`src/rtl/store_buffer_if.sv`:
```
// Pipeline-side and memory-side signal bundle of the store buffer.
// The slave modport is the buffer itself; the master modport is its environment.
interface store_buffer_if #(
  parameter int DEPTH = 4,
  parameter int AW    = 32,
  parameter int DW    = 32
);
  localparam int CW = $clog2(DEPTH) + 1;

  logic          isLd;
  logic          isSt;
  logic [AW-1:0] address;
  logic [DW-1:0] data_in;
  logic [DW-1:0] ld_data;
  logic          stall;
  logic          mem_isLd;
  logic          mem_isSt;
  logic [AW-1:0] mem_address;
  logic [DW-1:0] mem_data_in;
  logic [DW-1:0] mem_data_out;
  logic          empty;
  logic [CW-1:0] count;

  modport slave (
    input  isLd, isSt, address, data_in, mem_data_out,
    output ld_data, stall, mem_isLd, mem_isSt, mem_address, mem_data_in, empty, count
  );

  modport master (
    output isLd, isSt, address, data_in, mem_data_out,
    input  ld_data, stall, mem_isLd, mem_isSt, mem_address, mem_data_in, empty, count
  );
endinterface

```
`src/rtl/store_buffer.sv`:
```
// Posted-write store buffer: loads own the memory port, stores queue in a FIFO
// and drain on idle cycles or when full; loads forward from the youngest match.
module store_buffer #(
  parameter int DEPTH = 4,
  parameter int AW    = 32,
  parameter int DW    = 32
) (
  input  logic           clk,
  input  logic           rst_n,
  store_buffer_if.slave  bus
);
  localparam int PW = $clog2(DEPTH);
  localparam int CW = PW + 1;

  logic [AW-1:0] addr_q [DEPTH];
  logic [DW-1:0] data_q [DEPTH];
  logic [PW-1:0] head_q, tail_q;
  logic [CW-1:0] count_q;

  logic          full;
  logic          push, pop;
  logic          fwd_hit;
  logic [DW-1:0] fwd_data;

  assign full      = (count_q == CW'(DEPTH));
  assign bus.empty = (count_q == '0);
  assign bus.count = count_q;

  // Walk oldest to youngest so the last match (youngest store) wins.
  always_comb begin
    fwd_hit  = 1'b0;
    fwd_data = '0;
    for (int i = 0; i < DEPTH; i++) begin
      if (CW'(i) < count_q && addr_q[head_q + PW'(i)] == bus.address) begin
        fwd_hit  = 1'b1;
        fwd_data = data_q[head_q + PW'(i)];
      end
    end
  end

  // NOTE: every output gets a default first so no branch can leave one unassigned and infer a latch.
  always_comb begin
    bus.stall       = 1'b0;
    bus.ld_data     = '0;
    bus.mem_isLd    = 1'b0;
    bus.mem_isSt    = 1'b0;
    bus.mem_address = '0;
    bus.mem_data_in = '0;
    push            = 1'b0;
    pop             = 1'b0;

    if (full) begin
      // A full buffer forces a drain, so a stalled request is accepted next cycle.
      bus.mem_isSt    = 1'b1;
      bus.mem_address = addr_q[head_q];
      bus.mem_data_in = data_q[head_q];
      pop             = 1'b1;
      bus.stall       = bus.isLd | bus.isSt;
    end else if (bus.isSt) begin
      push = 1'b1;
    end else if (bus.isLd) begin
      bus.mem_isLd    = 1'b1;
      bus.mem_address = bus.address;
      bus.ld_data     = fwd_hit ? fwd_data : bus.mem_data_out;
    end else if (count_q != '0) begin
      bus.mem_isSt    = 1'b1;
      bus.mem_address = addr_q[head_q];
      bus.mem_data_in = data_q[head_q];
      pop             = 1'b1;
    end
  end

  // NOTE: sequential state uses non-blocking assignments so every register samples pre-edge values.
  always_ff @(posedge clk or negedge rst_n) begin
    if (!rst_n) begin
      head_q  <= '0;
      tail_q  <= '0;
      count_q <= '0;
    end else if (push) begin
      tail_q  <= tail_q + PW'(1);
      count_q <= count_q + CW'(1);
    end else if (pop) begin
      head_q  <= head_q + PW'(1);
      count_q <= count_q - CW'(1);
    end
  end

  // NOTE: entry storage has no reset; stale contents are never visible because
  // forwarding and draining only look at entries counted as valid.
  always_ff @(posedge clk) begin
    if (push) begin
      addr_q[tail_q] <= bus.address;
      data_q[tail_q] <= bus.data_in;
    end
  end
endmodule

```
`src/flat_wrapper.sv`:
```
// flat-port wrapper written by rule: the top's interface ports become plain ports
module store_buffer_flat 
#(
  parameter int DEPTH = 4,
  parameter int AW    = 32,
  parameter int DW    = 32
)
  (clk, rst_n, bus_isLd, bus_isSt, bus_address, bus_data_in, bus_mem_data_out, bus_ld_data, bus_stall, bus_mem_isLd, bus_mem_isSt, bus_mem_address, bus_mem_data_in, bus_empty, bus_count);
  store_buffer_if #(.DEPTH(DEPTH), .AW(AW), .DW(DW)) bus_i ();
  input  logic clk;
  input  logic rst_n;
  input wire logic [$bits(bus_i.isLd)-1:0] bus_isLd;
  input wire logic [$bits(bus_i.isSt)-1:0] bus_isSt;
  input wire logic [$bits(bus_i.address)-1:0] bus_address;
  input wire logic [$bits(bus_i.data_in)-1:0] bus_data_in;
  input wire logic [$bits(bus_i.mem_data_out)-1:0] bus_mem_data_out;
  output wire logic [$bits(bus_i.ld_data)-1:0] bus_ld_data;
  output wire logic [$bits(bus_i.stall)-1:0] bus_stall;
  output wire logic [$bits(bus_i.mem_isLd)-1:0] bus_mem_isLd;
  output wire logic [$bits(bus_i.mem_isSt)-1:0] bus_mem_isSt;
  output wire logic [$bits(bus_i.mem_address)-1:0] bus_mem_address;
  output wire logic [$bits(bus_i.mem_data_in)-1:0] bus_mem_data_in;
  output wire logic [$bits(bus_i.empty)-1:0] bus_empty;
  output wire logic [$bits(bus_i.count)-1:0] bus_count;
  assign bus_i.isLd = bus_isLd;
  assign bus_i.isSt = bus_isSt;
  assign bus_i.address = bus_address;
  assign bus_i.data_in = bus_data_in;
  assign bus_i.mem_data_out = bus_mem_data_out;
  assign bus_ld_data = bus_i.ld_data;
  assign bus_stall = bus_i.stall;
  assign bus_mem_isLd = bus_i.mem_isLd;
  assign bus_mem_isSt = bus_i.mem_isSt;
  assign bus_mem_address = bus_i.mem_address;
  assign bus_mem_data_in = bus_i.mem_data_in;
  assign bus_empty = bus_i.empty;
  assign bus_count = bus_i.count;
  store_buffer #(.DEPTH(DEPTH), .AW(AW), .DW(DW)) u_core (.clk(clk), .rst_n(rst_n), .bus(bus_i));
endmodule
```
`config.mk`:
```
export PLATFORM = sky130hd
export DESIGN_NAME = store_buffer_flat
export DESIGN_NICKNAME = d
export VERILOG_FILES = /design/src/rtl/store_buffer_if.sv /design/src/rtl/store_buffer.sv /design/src/flat_wrapper.sv
export SDC_FILE = /design/constraint.sdc
export NUM_CORES = 1
export LEC_CHECK = 0
export CORE_MARGIN = 4
export CORE_UTILIZATION = 35
export DETAILED_ROUTE_END_ITERATION = 8
export SYNTH_ARGS = -nofsm -noshare
export SYNTH_HDL_FRONTEND = slang
export SYNTH_SLANG_ARGS = --single-unit
```
`constraint.sdc`:
```
create_clock -name clk -period 3.05 [get_ports clk]
set_input_delay 0.4575 -clock clk [delete_from_list [all_inputs] [get_ports clk]]
set_output_delay 0.4575 -clock clk [all_outputs]
set_load 0.01 [all_outputs]
```
== Word-level counts from Yosys, hierarchy flattened ==
Memory sizes are Yosys's and may differ from the RTL's.
Cells that the tools add are included.

* Equal/unequal tests: 5
* Bitwise gates (word level): 2
* $add $sub $neg: 6
* Reduce and logical (&&, ||, !) cells: 8
* Multiplexer cells: 34
* Order comparisons: 4

{| class="wikitable"
|+ Operators with widths
! cell !! count
|-
| $mux W32 || 16
|-
| $eq A32 B32 Y1 || 4
|-
| $mux W1 || 16
|-
| $lt A1 B3 Y1 const A || 2
|-
| $lt A2 B3 Y1 const A || 2
|-
| $mux W3 || 2
|-
| $add A2 B1 Y2 const B || 2
|-
| $add A2 B2 Y2 const B || 2
|-
| $logic_and A1 B1 Y1 || 4
|-
| $add A3 B1 Y3 const B || 1
|-
| $eq A3 B3 Y1 const B || 1
|-
| $logic_not A3 Y1 || 1
|-
| $reduce_bool A3 Y1 || 1
|-
| $sub A3 B1 Y3 const B || 1
|-
| $reduce_and A2 Y1 || 1
|-
| $reduce_bool A2 Y1 || 1
|-
| $not A1 Y1 || 1
|-
| $or A1 B1 Y1 || 1
|}

* Output and inout bits: 103
* Memories: 2
* Word-level logic and storage cells: 64
* Bits in registers: 7
* Bits in writable memories: 256

{| class="wikitable"
|+ Memory list
! name !! depth !! bits a word !! rd ports !! clocked after memory_dff !! wr ports !! line !! RTL
|-
| u_core.addr_q || 4 || 32 || 4 || 0 || 1 || store_buffer.sv:15 || <nowiki>logic [AW-1:0] addr_q [DEPTH];</nowiki>
|-
| u_core.data_q || 4 || 32 || 4 || 0 || 1 || store_buffer.sv:16 || <nowiki>logic [DW-1:0] data_q [DEPTH];</nowiki>
|}

== Logic depth before layout (Yosys ltp) ==
Gate-level depths: netlist (run 1).
An unclocked memory read counts as a cell.

* Depth in word-level cells: 11
* Depth in mapped cells: 15
* Mapped depth without buffers: 10

== Worst setup path before layout (run 1) ==
No wires, ideal clock.

* Kind: reg-to-output
* Start point: register u_core.head_q[1]
* End point: output port bus_ld_data[10]
* Required time: 2.592 ns
* Setup slack: -0.359 ns
* Stages on the path, launching flop included: 12
* Data arrival time: 2.952 ns
* Path through: dfrtp_1 buf_2 buf_4 buf_4 buf_4 buf_4 buf_4 buf_1 mux4_2 a32o_1 o2111ai_1 o211ai_1

* Longest elaborated chain between the ends: 11

{| class="wikitable"
|+ RTL lines
! element !! line !! RTL
|-
| start: declaration || store_buffer.sv:17 || <nowiki>logic [PW-1:0] head_q, tail_q;</nowiki>
|-
| start signal: assignment || store_buffer.sv:83 || <nowiki>head_q <= head_q + PW'(1);</nowiki>
|-
| $add A2 B1 Y2 / $mem_v2 Z4 W32 (equally long branches) || n/a ||
|-
| $mem_v2 Z4 W32 / $eq A32 B32 Y1 (equally long branches) || n/a ||
|-
| $eq A32 B32 Y1 / $logic_and A1 B1 Y1 (equally long branches) || store_buffer.sv:34 || <nowiki>if (CW'(i) < count_q && addr_q[head_q + PW'(i)] == bus.address) begin</nowiki>
|-
| $logic_and A1 B1 Y1, or another cell as far along || store_buffer.sv:34 ||
|-
| $mux W32 / $mux W1 (equally long branches) (3 in series) || store_buffer.sv:34 ||
|-
| $mux W32 (*) || store_buffer.sv:64 || <nowiki>bus.ld_data = fwd_hit ? fwd_data : bus.mem_data_out;</nowiki>
|-
| $mux W32 (*) || store_buffer.sv:61 || <nowiki>end else if (bus.isLd) begin</nowiki>
|-
| $mux W32 (*) || store_buffer.sv:59 || <nowiki>end else if (bus.isSt) begin</nowiki>
|-
| $mux W32 (*) || store_buffer.sv:52 || <nowiki>if (full) begin</nowiki>
|-
| end: declaration || flat_wrapper.sv:17 || <nowiki>output wire logic [$bits(bus_i.ld_data)-1:0] bus_ld_data;</nowiki>
|}

Every way passes the cells marked *; elsewhere a longest branch is shown, timed or not.

== Worst setup path after layout (run 1) ==
* Start point: register u_core.head_q[0]
* End point: output port bus_ld_data[20]

Same word-level chain as after synthesis.

==> results of run 1 <==
## cell type report
class | instances | area [µm²]
Fill cell | 4428 | 24800
Multi-Input combinational cell | 1052 | 10630
Sequential cell | 263 | 7870
Timing Repair Buffer | 696 | 6576
Tap cell | 680 | 850.8
Clock buffer | 37 | 777.0
Inverter | 50 | 206.4
Clock inverter | 16 | 111.4
Antenna cell | 1 | 2.502
## cells in the final DEF, fill, tap and decap left out, drive strengths merged, types with 4 or more instances in the layout
cell type      count
buf              527
edfxtp           256
nand2            131
mux2i            131
mux4             124
clkdlybuf4s50    120
o21ai             83
nand3             75
xnor2             73
clkbuf            56
nor2              55
mux2              48
inv               47
a32o              42
o2111ai           37
a2111oi           36
o211ai            35
xor2              33
dlygate4sd2       18
clkinv            18
a21oi             15
a22o              14
nor4              13
nand4             10
o22ai             10
a22oi              8
ha                 8
clkdlybuf4s15      7
dfrtp              7
a2bb2oi            6
and3               6
nor2b              5
a2111o             4
a222oi             4
o22a               4
o221ai             4
## through the flow
step | TNS (ns) | power [W] | setup slack [ns] | hold WS [ns]
detailed placement | -58.27 | 0.01900 | -1.604 | 0.6019
CTS | -59.91 | 0.02375 | -1.495 | 0.1781
global route | -63.62 | 0.02560 | -1.667 | 0.1971
global placement | -55.26 | 0.01887 | -1.648 | 0.5953
floorplan | -6.241 | 0.01317 | -0.2020 | 0.1619
finish | -55.56 | 0.02448 | -1.525 | 0.1962
## timing repair
action | 4_1_cts | 5_1_grt
gates resized for setup | 426 | 157
buffers inserted | 39 | 12
cloned | 13 | 6
pin swaps | 38 | 22
endpoints found under the hold margin | 0 | 0
setup endpoints to repair | 98 | 97
## worst reg2reg max path, delay by kind of cell (launching register included)
kind	cells	cell delay, ns
buffers and inverters	6	0.91
adders and majority gates	1	0.17
DFF	1	0.36
and+or+nand+nor	2	0.27
## kinds of logic after synthesis
family,synth area share
flip-flops,0.4251
AO/OA/AOI/OAI,0.1344
buffers and inverters,0.05500
adder cells (fa/ha/maj),0.005412
XOR/XNOR,0.05019
AND/OR/NAND/NOR,0.07881
multiplexers,0.2511
## registers in the layout, indices dropped and copies added, names as in the netlist
signal	count
u_core.data_q	128
u_core.addr_q	128
u_core.bus.count	3
u_core.head_q	2
u_core.tail_q	2
## routing by layer
layer	up-vias	routed length, µm	track usage
li1	7260	-	-
met1	8324	30220	0.3295
met2	704	32940	0.3821
met3	112	5007	0.03167
met4	4	1831	0.06334
met5	-	27	0
## how the worst max path moves through the flow
stage | from | to
3_3_place_gp | u_core.head_q[0] | bus_ld_data[1]
2_1_floorplan | u_core.head_q[0] | bus_ld_data[27]
5_1_grt | u_core.head_q[0] | bus_ld_data[15]
4_1_cts | u_core.head_q[0] | bus_ld_data[30]
3_5_place_dp | u_core.head_q[0] | bus_ld_data[11]
6_report | u_core.head_q[0] | bus_ld_data[20]
## report_power, final
| group | switching [W] | internal [W] |
|---|---|---|
| Clock | 0.00143 | 0.00187 |
| Combinational | 0.00791 | 0.00802 |
| Sequential | 0.000435 | 0.00481 |
==> flow_summary.ini, run 1 <==
[run_status]
outcome = finished with violations
failed_checks = negative setup slack

[detailed_routing]
wl_per_cell_um = 25.05
drc = 0
routed-via-count = 16404
dr.pass1.iters = 5
wirelength_um = 70020
drtIter0Drc = 1666
drtAntennaViolNets = 0
avgViaCountPerCell = 5.869

[synthesis]
synth_edf_count = 256
synthCells = 1525
yosysUniqueCellTypes = 66
synth_commonest_cells = 256 x edfxtp_1, 131 x mux2i_1, 131 x nand2_1, 124 x mux4_2, 83 x o21ai_0
ys_ff_latch = 263
yosysSeqAreaShare = 0.4251
synthArstFlopShare = 0.02662
synth_area_leader_cell = edfxtp_1
synth.top_cell.area_share = 0.4156
synth_most_common_cell = edfxtp_1
synthFlopType = edfxtp_1
syn_avg_cell_area_um2 = 12.13
synth_area_leaders = edfxtp_1 42%, mux4_2 15%, mux2i_1 7.1%
ys_warn_count = 0
mappedNetlistNets = 1633
mappedNetlistArea_um2 = 18500

[cts]
clk_pin_slew_ns = 0.06
clockRootBuffer = clkbuf_16
numCtsBuffers = 30
clock_latency_ns = 0.58
clock_sinks = 263
cts-htree-levels = 1
cts_hold_buf = 0
clockBufferDepth = 3
cts_tree = done

[floorplanning]
rows = 83
core_region_area_um2 = 51820
die_w_um = 237.9
die_h_um = 237.9
start_util = 0.3569
dieArea_um2 = 56590
io_pins = 203

[pwr]
leakagePower_nw = 10.19
ir_drop_mv = 0.5087
power_density_nw_per_um2 = 905.6

[setup_path]
crit_type = flip-flop to output port
reg2reg_depth = 9
ff2ff_setup_slack_ns = 0.89
start_kind = flip-flop
crit_path_top_delay_cell = mux4_2
crit_path_cell_trace = buf_4 -> buf_8 -> buf_4 -> mux4_2 -> xor2_1 -> nor4_4 -> nand4_4 -> nor4_4 -> buf_4 -> clkbuf_16 -> buf_4 -> a32o_1 -> o2111ai_1 -> o211ai_1 -> clkdlybuf4s15_2
worst_ep_arrival_time_ns = 4.12
reg2reg_to = u_core.data_q[1][27]
worst_setup_path_end_kind = output port
crit_buf_inv = 7
reg2reg_from = u_core.bus.count[0]
cp.depth = 15
critPathMaxFanout = 8
cp_top_family = buffers and inverters
cpMostUsedCell = buf_4
required_ns = 2.59
worst_path_largest_cell_delay_ns = 0.50

[sta]
period_share = 1.500
finalHoldViolations = 0
maxSlewViolCount = 0
tightest_slew_ns = 0.6683
period_needed_ns = 4.575
setup_viol = 71
fin_skew_ns = 0.01631
rsz0062_at_grt = yes
slew_headroom = 0.5417
fmax_mhz = 218.6
worst_slack_ns = -1.525

[cells_and_area]
area.growth.synth_to_final_pct = 46.11
final_util = 0.5215
layout.cells.non_filler = 2795
drive_gt1_frac = 0.4371
layout.nets = 2201
finish.instance_area_um2 = 27030

[job]
cap_violations = 0

[grt]
antenna_found_initial = 3
grt_pass1_vias = 16429
grt_pass1_wl_um = 102300
grt.total_usage = 0.2337
grt_max_degree = 75
grt.overflow.total = 0

[placed_design]
hpwl_um = 48010
place_inst = 2672
portBuffers = 202
placed_cell_area_um2 = 24200
place.gp.congestion = 0.9588

[hold_path]
hp-class = input pin to asynchronous set/reset pin
(Power assumes the default switching activity.)
==> run 2, diff against run 1 <==
- CELL_PAD_IN_SITES_DETAIL_PLACEMENT: unset -> 0
- CELL_PAD_IN_SITES_GLOBAL_PLACEMENT: unset -> 1
- CTS_CLUSTER_DIAMETER: unset -> 30
- PLACE_DENSITY_LB_ADDON: unset -> 0.1
- clock period: 3.05 -> 5.3 ns (I/O delays scaled with it)
==> run 2 against run 1 <==
  * The run now ends clean
  * Register-to-register slack gained 1.8 ns
  * Die area is the same
  * Clock power grew 33%
  * Worst hold slack gained 0.27 ns
  * Count of clock-buffer cells in the layout grew 54
  * Critical endpoint is now bus_ld_data[3]
  * Largest cell class unchanged
==> flow_summary.ini, run 2 (synthesis results as in run 1) <==
[run_status]
outcome = finished, final reports clean

[floorplanning]
die_w_um = 237.9
dieArea_um2 = 56590
core_region_area_um2 = 51820
io_pins = 203
rows = 83
start_util = 0.3569
die_h_um = 237.9

[cells_and_area]
final_common_cell = edfxtp_1
layout.cells.non_filler = 2516
area.growth.synth_to_final_pct = 33.84
final_util = 0.4777
layout.nets = 1886
fillerInstances = 4614
drive_gt1_frac = 0.2599
finish.instance_area_um2 = 24760
final_cell_mix = 256 x edfxtp_1, 170 x clkdlybuf4s50_1, 131 x nand2_1

[cts]
clockBufferDepth = 3
clockRootBuffer = clkbuf_16
cts_tree = done
cts-htree-levels = 3
clk_pin_slew_ns = 0.05
clock_sinks = 263
clock_latency_ns = 0.60
numCtsBuffers = 74

[sta]
period_needed_ns = 5.112
fin_skew_ns = 0.02559
rsz0062_at_grt = yes
maxSlewViolCount = 0
fmax_mhz = 195.6
worst_slack_ns = 0.1876
tightest_slew_ns = 0.8689
finalHoldViolations = 0
hold_slack_ns = 0.4658
slew_headroom = 0.4207
period_share = 0.9646
setup_viol = 0

[hold_path]
hp-class = input pin to asynchronous set/reset pin

[setup_path]
required_ns = 4.51
worstSetupStartpoint = u_core.head_q[0]
critPathMaxFanout = 32
crit_type = flip-flop to output port
worst_ep_arrival_time_ns = 4.32
reg2reg_to = u_core.addr_q[2][13]
reg2reg_from = u_core.bus.count[0]
start_kind = flip-flop
ff2ff_setup_slack_ns = 2.71
worst_setup_path_end_kind = output port
reg2reg_depth = 5

[pwr]
ir_drop_mv = 0.2767
leakagePower_nw = 8.874
power_density_nw_per_um2 = 586.2

[grt]
grt.total_usage = 0.2266
grt.overflow.total = 0
grt_max_degree = 73
grt_pass1_vias = 14784
antenna_found_initial = 3
grt_pass1_wl_um = 96460

[placed_design]
place_ws_ns = -0.07387
place_inst = 2353
hpwl_um = 44580
place.gp.congestion = 0.9165
portBuffers = 202
placed_cell_area_um2 = 21580

[detailed_routing]
drtAntennaViolNets = 0
routed-via-count = 14936
avgViaCountPerCell = 5.936
wirelength_um = 65930
drtIter0Drc = 1317
dr.pass1.iters = 5
drc = 0
wl_per_cell_um = 26.20

[job]
cap_violations = 0
==> run 2: worst max-delay path by stage <==
stage                           end  slack [ns]  cells past startpoint
detailed placement  bus_ld_data[30]       -0.07                     10
finish               bus_ld_data[3]        0.19                     13
floorplan           bus_ld_data[10]        1.55                     11
CTS                  bus_ld_data[2]       -0.09                     13
global placement    bus_ld_data[30]       -0.13                     10
global route        bus_ld_data[25]      -0.005                     14
==> run 2: cell type report <==
type	count	area [µm²]	area share
well taps	680	850.8	0.03437
diodes	1	2.502	0.0001011
flip-flops and latches	263	7870	0.3179
multi-input cells	1052	9879	0.3991
clock inverters	42	503.0	0.02032
clock buffers	91	1988	0.08031
inverters	50	193.9	0.007834
repair buffers	337	3467	0.1401
==> run 2: power breakdown <==
group,leakage (nW),total (W),internal (W),switching (W)
Clock,1.21,0.00441,0.00312,0.00129
Combinational,5.24,0.00703,0.00321,0.00382
Sequential,2.43,0.00307,0.00278,0.000292
Total,8.87,0.0145,0.00911,0.00540
==> run 2: through the flow <==
stage,setup TNS [ns],total power (W)
6_report,0,0.01451
5_1_grt,-0.005425,0.01519
4_1_cts,-0.7021,0.01457
3_5_place_dp,-0.07387,0.009759
3_3_place_gp,-0.2235,0.009768
2_1_floorplan,0,0.007547
==> run 2: worst max-delay path, stage by stage, from the launching register on <==
cell and delay, ns:
dfrtp_4 0.48, buf_4 0.16, buf_12 0.16, buf_16 0.18, mux2_2 0.42, a222oi_1 0.32, o2111ai_1 0.21, nor3b_1 0.24
and4_4 0.37, buf_12 0.22, a2111oi_0 0.12, o2111ai_1 0.34, o211ai_1 0.14, dlygate4sd2_1 0.31
==> run 2: timing repair <==
action	4_1_cts	5_1_grt
setup endpoints to repair	32	20
gates resized for setup	81	36
setup buffers	20	3
gates cloned	7	0
pin swaps	20	6
hold buffers	0	0
==> run 2: metal layers <==
layer / wire length [µm] / GRT usage / share of wire
met1: 29580 / 0.3192 / 0.45
met2: 30060 / 0.3509 / 0.46
met3: 4681 / 0.05213 / 0.071
met4: 1584 / 0.06883 / 0.024
met5: 22 / 0 / 0.00033
==> run 3, diff against run 2 <==
- TNS_END_PERCENT: unset -> 5
==> run 3 against run 2 <==
  * The run now ends with negative setup slack left
  * Clock skew up 0.0013 ns
  * Worst hold slack better by 0.0031 ns
  * Final cell count down 0.79%
  * Non-clock buffer count down 21
  * Critical path type unchanged
==> flow_summary.ini, run 3 (synthesis results as in run 1) <==
[grt]
grt_pass1_wl_um = 94700
grt_pass1_vias = 14637
use_met2 = 0.3417
grt.total_usage = 0.2215
grt_max_degree = 73
grt.overflow.total = 0
use_met3 = 0.05016
antenna_found_initial = 3
use_met1 = 0.3126
busiest_layer = met2

[floorplanning]
rows = 83
die_h_um = 237.9
die_w_um = 237.9
start_util = 0.3569
core_region_area_um2 = 51820
io_pins = 203
dieArea_um2 = 56590

[setup_path]
start_kind = flip-flop
crit_type = flip-flop to output port
critPathMaxFanout = 18
worst_setup_path_end_kind = output port
required_ns = 4.51
worst_ep_arrival_time_ns = 4.69

[cells_and_area]
multi_input_area_um2 = 9797
layout.nets = 1865
fillerInstances = 4640
final_cell_mix = 256 x edfxtp_1, 178 x clkdlybuf4s50_1, 131 x nand2_1
layout.cells.non_filler = 2496
drive_gt1_frac = 0.2437
final_common_cell = edfxtp_1
area.growth.synth_to_final_pct = 31.75
seqCellArea_um2 = 7870

[sta]
tightest_slew_ns = 0.8716
period_needed_ns = 5.487
maxSlewViolCount = 0
fmax_mhz = 182.2
worst_slack_ns = -0.1872
period_share = 1.035
slew_headroom = 0.4189
fin_skew_ns = 0.02685
hold_slack_ns = 0.4690
rsz0062_at_grt = yes
finalHoldViolations = 0
setup_viol = 8

[placed_design]
portBuffers = 202
hpwl_um = 44580
place.gp.congestion = 0.9165
place_inst = 2353

[run_status]
failed_checks = negative setup slack
outcome = finished with violations

[pwr]
power_density_nw_per_um2 = 588.4
ir_drop_mv = 0.2780
leakagePower_nw = 8.605

[cts]
clock_sinks = 263
cts_hold_buf = 0
clk_pin_slew_ns = 0.05
cts-htree-levels = 3
numCtsBuffers = 74
clockBufferDepth = 3
clock_latency_ns = 0.59
cts_tree = done
clockRootBuffer = clkbuf_16

[detailed_routing]
drtAntennaViolNets = 0
avgViaCountPerCell = 5.901
drtIter0Drc = 1215
routed-via-count = 14729
wirelength_um = 64470
dr.pass1.iters = 8
drc = 0
wl_per_cell_um = 25.83

[job]
cap_violations = 0

[hold_path]
hp-class = input pin to asynchronous set/reset pin
-- run 3: repair_timing --
action	CTS	global route
cloned	2	0
buffers inserted	6	0
resized for setup	51	25
setup endpoints to repair	32	32
pin swaps	12	2
-- run 3: area by class of cell --
cell class	count	area share
antenna	2	0.0002054
clock buffer	91	0.08159
clock inverter	42	0.02064
inverter	50	0.007856
multi-input combinational	1052	0.4020
sequential	263	0.3230
tap	680	0.03491
timing repair buffer	316	0.1298
-- run 3: per-stage QoR --
stage / setup slack (ns) / util / total power [W] / TNS (ns) / area, µm²
floorplan: 1.553 / - / 0.007547 / 0 / 18500
global placement: -0.1277 / 0.4165 / 0.009768 / -0.2235 / 21580
detailed placement: -0.07387 / 0.4165 / 0.009759 / -0.07387 / 21580
CTS: -0.1958 / 0.4686 / 0.01440 / -2.038 / 24290
global route: -0.3079 / 0.4701 / 0.01502 / -2.821 / 24360
finish: -0.1872 / 0.4702 / 0.01434 / -1.244 / 24370
-- run 3: critical path: stages, from the launching register on --
cell and delay (ns):
dfrtp_4 0.51, buf_12 0.22, buf_8 0.19, buf_4 0.21, mux2i_2 0.31, xor2_1 0.38
nand3_1 0.15, a21oi_2 0.23, nand4_1 0.12, buf_4 0.20, bufbuf_16 0.30, a2111oi_0 0.38
o2111ai_1 0.23, o211ai_2 0.11, clkdlybuf4s50_1 0.55
-- run 3: final timing paths --
check | startpoint | endpoint | slack, ns | depth (start not counted)
setup / recovery | u_core.head_q[0] | bus_ld_data[7] | -0.19 | 14
hold / removal | rst_n | u_core.head_q[0] | 0.47 | 1
setup reg to reg | u_core.bus.count[0] | u_core.addr_q[2][28] | 2.70 | 5
hold reg to reg | u_core.tail_q[1] | u_core.tail_q[1] | 0.64 | 2
max in group asynchronous | rst_n | u_core.head_q[1] | 4.55 | 1
min in group clk | u_core.tail_q[1] | u_core.tail_q[1] | 0.64 | 2
-- run 3: power breakdown --
group	leakage, nW	internal [W]	switching [W]
registers	2.43	0.00278	0.000303
clock network	1.21	0.00312	0.00129
logic	4.97	0.00311	0.00374
total	8.61	0.00900	0.00533
-- run 3: per-layer routing --
layer  vias to the layer above  wire length, µm  part of all wire
li1                       6593                -                 -
met1                      7465            28960              0.45
met2                       559            29380              0.46
met3                       108             4554             0.071
met4                         4             1553             0.024
met5                         -               22           0.00034
